## src/rtl/fp_div_iter.sv

```systemverilog
// Iterative restoring single-precision divider (FDIV.S), one quotient bit per cycle.
// Define FP_DIV_FLAGS_EN to add the fflags output {NV,DZ,OF,UF,NX}.
module fp_div_iter (
  input  logic        clk,
  input  logic        rst,
  input  logic        start,
  input  logic [6:0]  funct7,
  input  logic [31:0] a,
  input  logic [31:0] b,
  output logic        busy,
  output logic        done,
  output logic        z_s,
  output logic [7:0]  z_e,
  output logic [26:0] z_m
`ifdef FP_DIV_FLAGS_EN
  ,
  output logic [4:0]  fflags
`endif
);

  localparam logic [2:0] S_IDLE = 3'd0;
  localparam logic [2:0] S_PREP = 3'd1;
  localparam logic [2:0] S_DIV  = 3'd2;
  localparam logic [2:0] S_NORM = 3'd3;
  localparam logic [2:0] S_DONE = 3'd4;

  localparam logic [6:0] FUNCT7_FDIV = 7'b0001100;

  logic [2:0]  state;
  logic [31:0] a_r;
  logic [31:0] b_r;
  logic [24:0] rem;
  logic [27:0] q;
  logic [9:0]  exp_r;
  logic [4:0]  cnt;

  logic [7:0]  ea;
  logic [7:0]  eb;
  logic [23:0] ma;
  logic [23:0] mb;
  logic        a_zero;
  logic        b_zero;
  logic        a_inf;
  logic        b_inf;
  logic        a_nan;
  logic        b_nan;
  logic        res_s;

  logic        ge;
  logic [24:0] rem_sub;

  logic [26:0] norm_m;
  logic [9:0]  norm_e;
  logic        norm_of;
  logic        norm_uf;
  logic        rem_nz;

  // Exponent 0 is treated as zero regardless of fraction (subnormals flushed).
  assign ea     = a_r[30:23];
  assign eb     = b_r[30:23];
  assign ma     = {1'b1, a_r[22:0]};
  assign mb     = {1'b1, b_r[22:0]};
  assign a_zero = (ea == 8'h00);
  assign b_zero = (eb == 8'h00);
  assign a_inf  = (ea == 8'hFF) && (a_r[22:0] == 23'd0);
  assign b_inf  = (eb == 8'hFF) && (b_r[22:0] == 23'd0);
  assign a_nan  = (ea == 8'hFF) && (a_r[22:0] != 23'd0);
  assign b_nan  = (eb == 8'hFF) && (b_r[22:0] != 23'd0);
  assign res_s  = a_r[31] ^ b_r[31];

  assign ge      = (rem >= {1'b0, mb});
  assign rem_sub = ge ? (rem - {1'b0, mb}) : rem;
  assign rem_nz  = (rem != 25'd0);

  assign busy = (state != S_IDLE);
  assign done = (state == S_DONE);

  // Quotient lies in [0.5, 2); a clear top bit means one extra left shift.
  always_comb begin
    norm_m = {q[27:2], q[1] | q[0] | rem_nz};
    norm_e = exp_r;
    if (!q[27]) begin
      norm_m = {q[26:1], q[0] | rem_nz};
      norm_e = exp_r - 10'd1;
    end
    norm_of = ($signed(norm_e) >= $signed(10'd255));
    norm_uf = ($signed(norm_e) <= $signed(10'd0));
  end

  always_ff @(posedge clk) begin
    if (rst) begin
      state  <= S_IDLE;
      a_r    <= 32'd0;
      b_r    <= 32'd0;
      rem    <= 25'd0;
      q      <= 28'd0;
      exp_r  <= 10'd0;
      cnt    <= 5'd0;
      z_s    <= 1'b0;
      z_e    <= 8'd0;
      z_m    <= 27'd0;
`ifdef FP_DIV_FLAGS_EN
      fflags <= 5'd0;
`endif
    end else begin
      case (state)
        S_IDLE: begin
          if (start && (funct7 == FUNCT7_FDIV)) begin
            a_r   <= a;
            b_r   <= b;
            state <= S_PREP;
          end
        end
        S_PREP: begin
          if (a_nan || b_nan || (a_zero && b_zero) || (a_inf && b_inf)) begin
            z_s    <= 1'b0;
            z_e    <= 8'hFF;
            z_m    <= 27'h2000000;
`ifdef FP_DIV_FLAGS_EN
            fflags <= 5'b10000;
`endif
            state  <= S_DONE;
          end else if (b_zero) begin
            z_s    <= res_s;
            z_e    <= 8'hFF;
            z_m    <= 27'd0;
`ifdef FP_DIV_FLAGS_EN
            fflags <= 5'b01000;
`endif
            state  <= S_DONE;
          end else if (a_inf) begin
            z_s    <= res_s;
            z_e    <= 8'hFF;
            z_m    <= 27'd0;
`ifdef FP_DIV_FLAGS_EN
            fflags <= 5'b00000;
`endif
            state  <= S_DONE;
          end else if (a_zero || b_inf) begin
            z_s    <= res_s;
            z_e    <= 8'h00;
            z_m    <= 27'd0;
`ifdef FP_DIV_FLAGS_EN
            fflags <= 5'b00000;
`endif
            state  <= S_DONE;
          end else begin
            rem   <= {1'b0, ma};
            q     <= 28'd0;
            exp_r <= {2'b00, ea} - {2'b00, eb} + 10'd127;
            cnt   <= 5'd27;
            state <= S_DIV;
          end
        end
        S_DIV: begin
          q   <= {q[26:0], ge};
          rem <= rem_sub << 1;
          cnt <= cnt - 5'd1;
          if (cnt == 5'd0) begin
            state <= S_NORM;
          end
        end
        S_NORM: begin
          z_s <= res_s;
          if (norm_of) begin
            z_e    <= 8'hFF;
            z_m    <= 27'd0;
`ifdef FP_DIV_FLAGS_EN
            fflags <= 5'b00101;
`endif
          end else if (norm_uf) begin
            z_e    <= 8'h00;
            z_m    <= 27'd0;
`ifdef FP_DIV_FLAGS_EN
            fflags <= 5'b00011;
`endif
          end else begin
            z_e    <= norm_e[7:0];
            z_m    <= norm_m;
`ifdef FP_DIV_FLAGS_EN
            fflags <= {4'b0000, |norm_m[2:0]};
`endif
          end
          state <= S_DONE;
        end
        S_DONE: begin
          state <= S_IDLE;
        end
        default: begin
          state <= S_IDLE;
        end
      endcase
    end
  end

endmodule

```

## config.mk

```make
export PLATFORM = sky130hd
export DESIGN_NAME = fp_div_iter
export DESIGN_NICKNAME = d
export VERILOG_FILES = /design/src/rtl/fp_div_iter.sv
export SDC_FILE = /design/constraint.sdc
export NUM_CORES = 1
export LEC_CHECK = 0
export CORE_MARGIN = 1
export CORE_UTILIZATION = 25
export CTS_BUF_LIST = sky130_fd_sc_hd__clkbuf_2
export DETAILED_ROUTE_END_ITERATION = 10
export SLEW_MARGIN = 10
export SYNTH_ARGS = -nofsm -noshare
export SYNTH_HDL_FRONTEND = slang
export SYNTH_SLANG_ARGS = --single-unit
```

## constraint.sdc

```tcl
create_clock -name clk -period 3.5 [get_ports clk]
set_clock_uncertainty 0.2 [all_clocks]
set_input_delay 0.875 -clock clk [delete_from_list [all_inputs] [get_ports clk]]
set_output_delay 0.875 -clock clk [all_outputs]
set_load 0.05 [all_outputs]
```

# --- Word-level counts from Yosys, hierarchy flattened ---
# Cells that the tools add are included.
op_classes:
  reduce_logical: 28
  n_mux: 44
  bitwise: 8
  magnitude_cmp: 3
  n_addsub: 5
  n_eq_ne: 14
op_table:
  columns: ["cell", "n"]
  rows:
  - ["$mux W27", 7]
  - ["$mux W28", 4]
  - ["$mux W25", 4]
  - ["$pmux W28 S2", 1]
  - ["$pmux W27 S2", 1]
  - ["$pmux W25 S2", 1]
  - ["$mux W8", 6]
  - ["$logic_not A23 Y1", 2]
  - ["$reduce_bool A23 Y1", 2]
  - ["$ge A25 B24 Y1", 1]
  - ["$reduce_bool A25 Y1", 1]
  - ["$mux W24", 1]
  - ["$sub A24 B24 Y24", 1]
  - ["$mux W5", 4]
  - ["$mux W3", 6]
  - ["$eq A8 B8 Y1 const B", 2]
  - ["$logic_not A8 Y1", 2]
  - ["$pmux W8 S2", 1]
  - ["$ne A2 B2 Y1 const B", 6]
  - ["$pmux W3 S4", 1]
  - ["$add A9 B8 Y10 const B", 1]
  - ["$ge A10 B9 Y1 const B", 1]
  - ["$le A10 B1 Y1 const B", 1]
  - ["$mux W10", 1]
  - ["other kinds (22)", 44]
word_totals:
  regBits: 171
  in_bits: 74
  wordCells: 112
  out_inout_bits: 38

# --- Depth between registers and ports, before layout ---
logic_depth:
  word_depth: 8
  depth_mapped: 14
  ltp_nobuf: 13

# --- Least setup slack after synthesis ---
# OpenSTA, ideal clock, no wires.
synth_path:
  path_type: "register -> register"
  start: "reg a_r[23]"
  end: "reg exp_r[7]"
  setup_time_ps: 86
  path_stages_with_launch: 14
  period_less_slack_ps: 2799
  t_required_ps: 3214
  arrival_ps: 2513
  setup_slack_ps: 701
  n_path_buf: 1
  path_cell_list: "dfxtp_1 -> inv_1 -> ha_1 -> inv_1 -> fa_1 -> clkbuf_1 -> a21o_1 -> a21oi_1 -> xnor2_1 -> o21ai_0 -> nor4_2 -> nand4_1 -> xnor2_1 -> a211oi_1"
synth_between:
  elab_chain_len: 7
  word_cells_on_any_way: 16
  cone_classes: "add/sub: 2; eq/ne: 1; bitwise: 3; reduce/logical: 10"
synth_lines:
  columns: ["item", "line_no", "rtl"]
  rows:
  - ["from (decl)", "30", "logic [31:0] a_r;"]
  - ["from (signal assigned)", "93", "a_r <= 32'd0;"]
  - ["from (signal assigned)", "109", "a_r <= a;"]
  - ["branches (longest 7 deep; another with $add A9 B8 Y10)", null, null]
  - ["to (signal assigned)", "150", "exp_r <= {2'b00, ea} - {2'b00, eb} + 10'd127;"]
  - ["to (decl)", "34", "logic [9:0] exp_r;"]
# Parallel ways; which one is timed is not known.
# A chain may end at the register's enable or synchronous reset.

# --- Final worst setup path ---
layout_path:
  start: "reg state[1]"
  end: "out done"
layout_between:
  elab_chain_len: 1
layout_lines:
  columns: ["item", "line_no", "rtl"]
  rows:
  - ["from (decl)", "29", "logic [2:0] state;"]
  - ["from (signal assigned)", "92", "state <= S_IDLE;"]
  - ["from (signal assigned)", "111", "state <= S_PREP;"]
  - ["from (signal assigned)", "122", "state <= S_DONE;"]
  - ["$eq A3 B3 Y1", "76", "assign done = (state == S_DONE);"]
  - ["to (decl)", "11", "output logic done,"]
# Every way passes these cells.

==> impl_metrics.sql <==
INSERT INTO impl_metrics (metric_group, metric, value, unit) VALUES
('place', 'pre_cts_ws', '0.4006', 'ns'),
('synth', 'post-synth-top-area-cell', 'sky130_fd_sc_hd__dfxtp_1', ''),
('place', 'gp_congestion', '0.8551', ''),
('clock_tree', 'postCtsSetupRepairBufs', '0', ''),
('status', 'violations_in_the_final_reports', 'design-rule violations', ''),
('clock_tree', 'cts-buffers-inserted', '17', ''),
('clock_tree', 'number_of_sinks_handled_by_clock_tree_synthesis', '171', ''),
('setup_path', 'startpoint', 'state[1]$_SDFFE_PP0P_', ''),
('power_and_ir_drop', 'switchingPower', '810.3', 'uW'),
('power_and_ir_drop', 'p_int', '2456', 'uW'),
('clock_tree', 'tritoncts', 'yes', ''),
('route', 'detailroute.via_count', '8098', ''),
('synth', 'post_synth_main_area_contributors', 'sky130_fd_sc_hd__dfxtp_1, sky130_fd_sc_hd__nand2_1, sky130_fd_sc_hd__a21oi_1', ''),
('synth', 'synthMostInstantiatedCell', 'sky130_fd_sc_hd__nand2_1', ''),
('global_routing', 'number_of_global_route_vias_before_repair', '7587', ''),
('timing', 'fmaxAchievable', '0.3108', 'GHz'),
('job', 'maxCapViolCount', '0', ''),
('synth', 'syn-num-nets', '1258', ''),
('timing', 'rsz_0062_raised_after_global_routing', 'no', ''),
('power_and_ir_drop', 'clkPwrFrac', '34.8', '%'),
('floorplan', 'pin_count', '112', ''),
('setup_path', 'startpoint_types', 'flop', ''),
('global_routing', 'grt_util_all_layers', '13.25', '%'),
('floorplan', 'die_width', '193.1', 'um'),
('place', 'io_buffer_count', '111', ''),
('layout', 'areaGrowthSynthToFinish', '18.81', '%'),
('layout', 'drive_gt1_share', '6.184', '%'),
('timing', 'finalHoldViolCount', '0', ''),
('route', 'drt-wirelength-per-cell', '14.38', 'um'),
('status', 'status', 'finished, violations left', ''),
('power_and_ir_drop', 'power_leakage', '0.003624', 'uW'),
('floorplan', 'floorplan.die_area', '37290', 'um2'),
('min_path', 'startpoint_of_the_worst_hold_path', 'rst', ''),
('floorplan', 'row_count', '69', ''),
('clock_tree', 'cts-resized-gates', '2', ''),
('power_and_ir_drop', 'switching_share', '24.81', '%'),
('synth', 'synth_xor_area_share', '4.124', '%'),
('power_and_ir_drop', 'seq_power_share', '59.9', '%'),
('clock_tree', 'cts-root-to-sink-buffers', '2', ''),
('synth', 'post_synth_inst_count', '1147', ''),
('synth', 'synth_top_family_by_area', 'simple AND/OR/NAND/NOR gates', ''),
('synth', 'count_of_flip_flops_with_a_built_in_enable_after_synthesis', '0', ''),
('timing', 'min_period', '3.217', 'ns'),
('setup_path', 'critical_path.endpoint_type', 'output port', ''),
('route', 'route.antenna.remaining_nets', '0', ''),
('synth', 'post_synth.cell_area_avg', '7.961', 'um2'),
('synth', 'synth_common_cells', 'sky130_fd_sc_hd__nand2_1, sky130_fd_sc_hd__dfxtp_1, sky130_fd_sc_hd__a21oi_1', ''),
('route', 'drt_via_density', '4.789', ''),
('global_routing', 'grt_start_max_net_pins', '65', ''),
('synth', 'synth_largest_type_area_fraction', '37.49', '%'),
('power_and_ir_drop', 'ir_drop', '0.0002258', 'V'),
('route', 'first_pass_drt_iterations', '7', ''),
('setup_path', 'cp_data_required_time', '2.42', 'ns'),
('synth', 'fraction_of_synthesized_area_in_multiplexers', '4.933', '%'),
('synth', 'syn_area', '9131', 'um2'),
('route', 'detail_route.iter0.violations', '650', ''),
('timing', 'fin_tns_setup', '0', 'ns'),
('timing', 'setup_viol', '0', ''),
('timing', 'setup_ws', '0.2828', 'ns'),
('setup_path', 'critPathKind', 'flop to output port', ''),
('synth', 'synth-seq-cells', '171', ''),
('setup_path', 'crit_path_max_fo', '9', ''),
('route', 'post-route-drc-count', '10', ''),
('timing', 'fin_crit_sh', '91.92', '%'),
('clock_tree', 'worst_setup_hold_path_clk_slew', '0.27', 'ns'),
('timing', 'timing.max_slew.rel_slack', '45.78', '%'),
('floorplan', 'core_region_area', '35740', 'um2'),
('route', 'finalWirelength', '24320', 'um'),
('min_path', 'hold_class', 'primary input to flop', ''),
('layout', 'final_design_area_no_fill', '10850', 'um2'),
('clock_tree', 'ctsHtreeMaxLevel', '4', '');
[through the flow]
| stage | utilization, % | cells | hold slack (ns) | power (uW) |
|---|---|---|---|---|
| final | 30.35 | 1691 | 0.2692 | 3266 |
| after global routing | 30.35 | 1691 | 0.1608 | 3407 |
| after CTS | 30.36 | 1690 | 0.1840 | 3309 |
| after detailed placement | 29.65 | 1658 | 0.2397 | 2164 |
| after global placement | 29.65 | 1658 | 0.2367 | 2164 |
| after floorplan | - | 1147 | 0.2444 | 2059 |
[cell families after synthesis]
logic type | count (synthesis)
and+or+nand+nor | 425
AOI/OAI and AO/OA | 302
DFF | 171
buffers and inverters | 124
muxes | 45
xor gates and xnor gates | 43
adders and majority gates | 37
[cell usage in the layout, fill, tap and decap left out, drive strengths merged, types with 4 or more instances in the layout]
| cell type | netlist | final |
|---|---|---|
| xor2 | 9 | 9 |
| nand2b | 7 | 7 |
| buf | 30 | 16 |
| a211oi | 7 | 7 |
| inv | 48 | 53 |
| o32ai | 4 | 4 |
| clkdlybuf4s50 | 0 | 108 |
| ha | 35 | 35 |
| dfxtp | 171 | 171 |
| xnor2 | 34 | 34 |
| and3 | 8 | 8 |
| nor2 | 49 | 49 |
| a21oi | 148 | 148 |
| nor2b | 6 | 6 |
| nand4b | 4 | 4 |
| or3 | 5 | 5 |
| a22oi | 22 | 22 |
| clkinv | 0 | 7 |
| o21ai | 53 | 53 |
| a221o | 5 | 5 |
| nor4 | 22 | 22 |
| or4 | 5 | 5 |
| nand4 | 12 | 12 |
| a21o | 9 | 9 |
| mux2i | 45 | 45 |
| o31ai | 4 | 4 |
| nand2 | 224 | 224 |
| o21a | 6 | 6 |
| clkbuf | 46 | 18 |
| and2 | 6 | 6 |
| o22ai | 17 | 17 |
| nor3 | 18 | 18 |
| nand3 | 46 | 46 |
[final cells by class]
cell class / instances / area [um2]
Antenna cell: 1 / 2.502
Clock buffer: 17 / 85.08
Clock inverter: 15 / 170.2
Fill cell: 3887 / 24890
Inverter: 48 / 180.2
Multi-Input combinational cell: 852 / 5157
Sequential cell: 171 / 3425
Tap cell: 461 / 576.8
Timing Repair Buffer: 126 / 1252
[worst paths after layout]
kind | endpoint | cells after the start | slack (ns)
worst max-delay path | done | 2 | 0.28
worst min-delay path | state[1]$_SDFFE_PP0P_ | 2 | 0.27
worst max register to register | exp_r[7]$_SDFFE_PP0P_ | 11 | 0.38
worst min register to register | z_m[10]$_SDFFE_PP0P_ | 2 | 0.27
[registers in the layout (all words and copies together), names as in the netlist]
name,cells
a_r,32
z_m,27
z_e,8
q,28
b_r,32
exp_r,10
state,3
cnt,5
rem,25
z_s,1
[worst max-delay path: stages (launching register included)]
cell,delay [ns]
sky130_fd_sc_hd__dfxtp_1,0.48
sky130_fd_sc_hd__nor3b_1,0.34
sky130_fd_sc_hd__dlygate4sd2_1,0.58
[power by group through the flow]
| stage | logic (uW) | registers, uW | clock network (uW) |
|---|---|---|---|
| 3_5_place_dp | 171 | 1990 | 0 |
| 4_1_cts | 172 | 1960 | 1180 |
| 3_3_place_gp | 171 | 1990 | 0 |
| 5_1_grt | 184 | 1960 | 1260 |
| 2_1_floorplan | 65.5 | 1990 | 0 |
| 6_report | 171 | 1960 | 1140 |
[per-layer routing]
layer  track usage, %  routed length [um]  vias to the layer above
met1            18.03               11820                     3718
li1                 -                   -                     4186
met3            2.932                1269                       23
met5                0                   0                        -
met4            3.395                 357                        0
met2            21.04               10880                      171
Note: power is estimated with default switching activity, not from simulation.
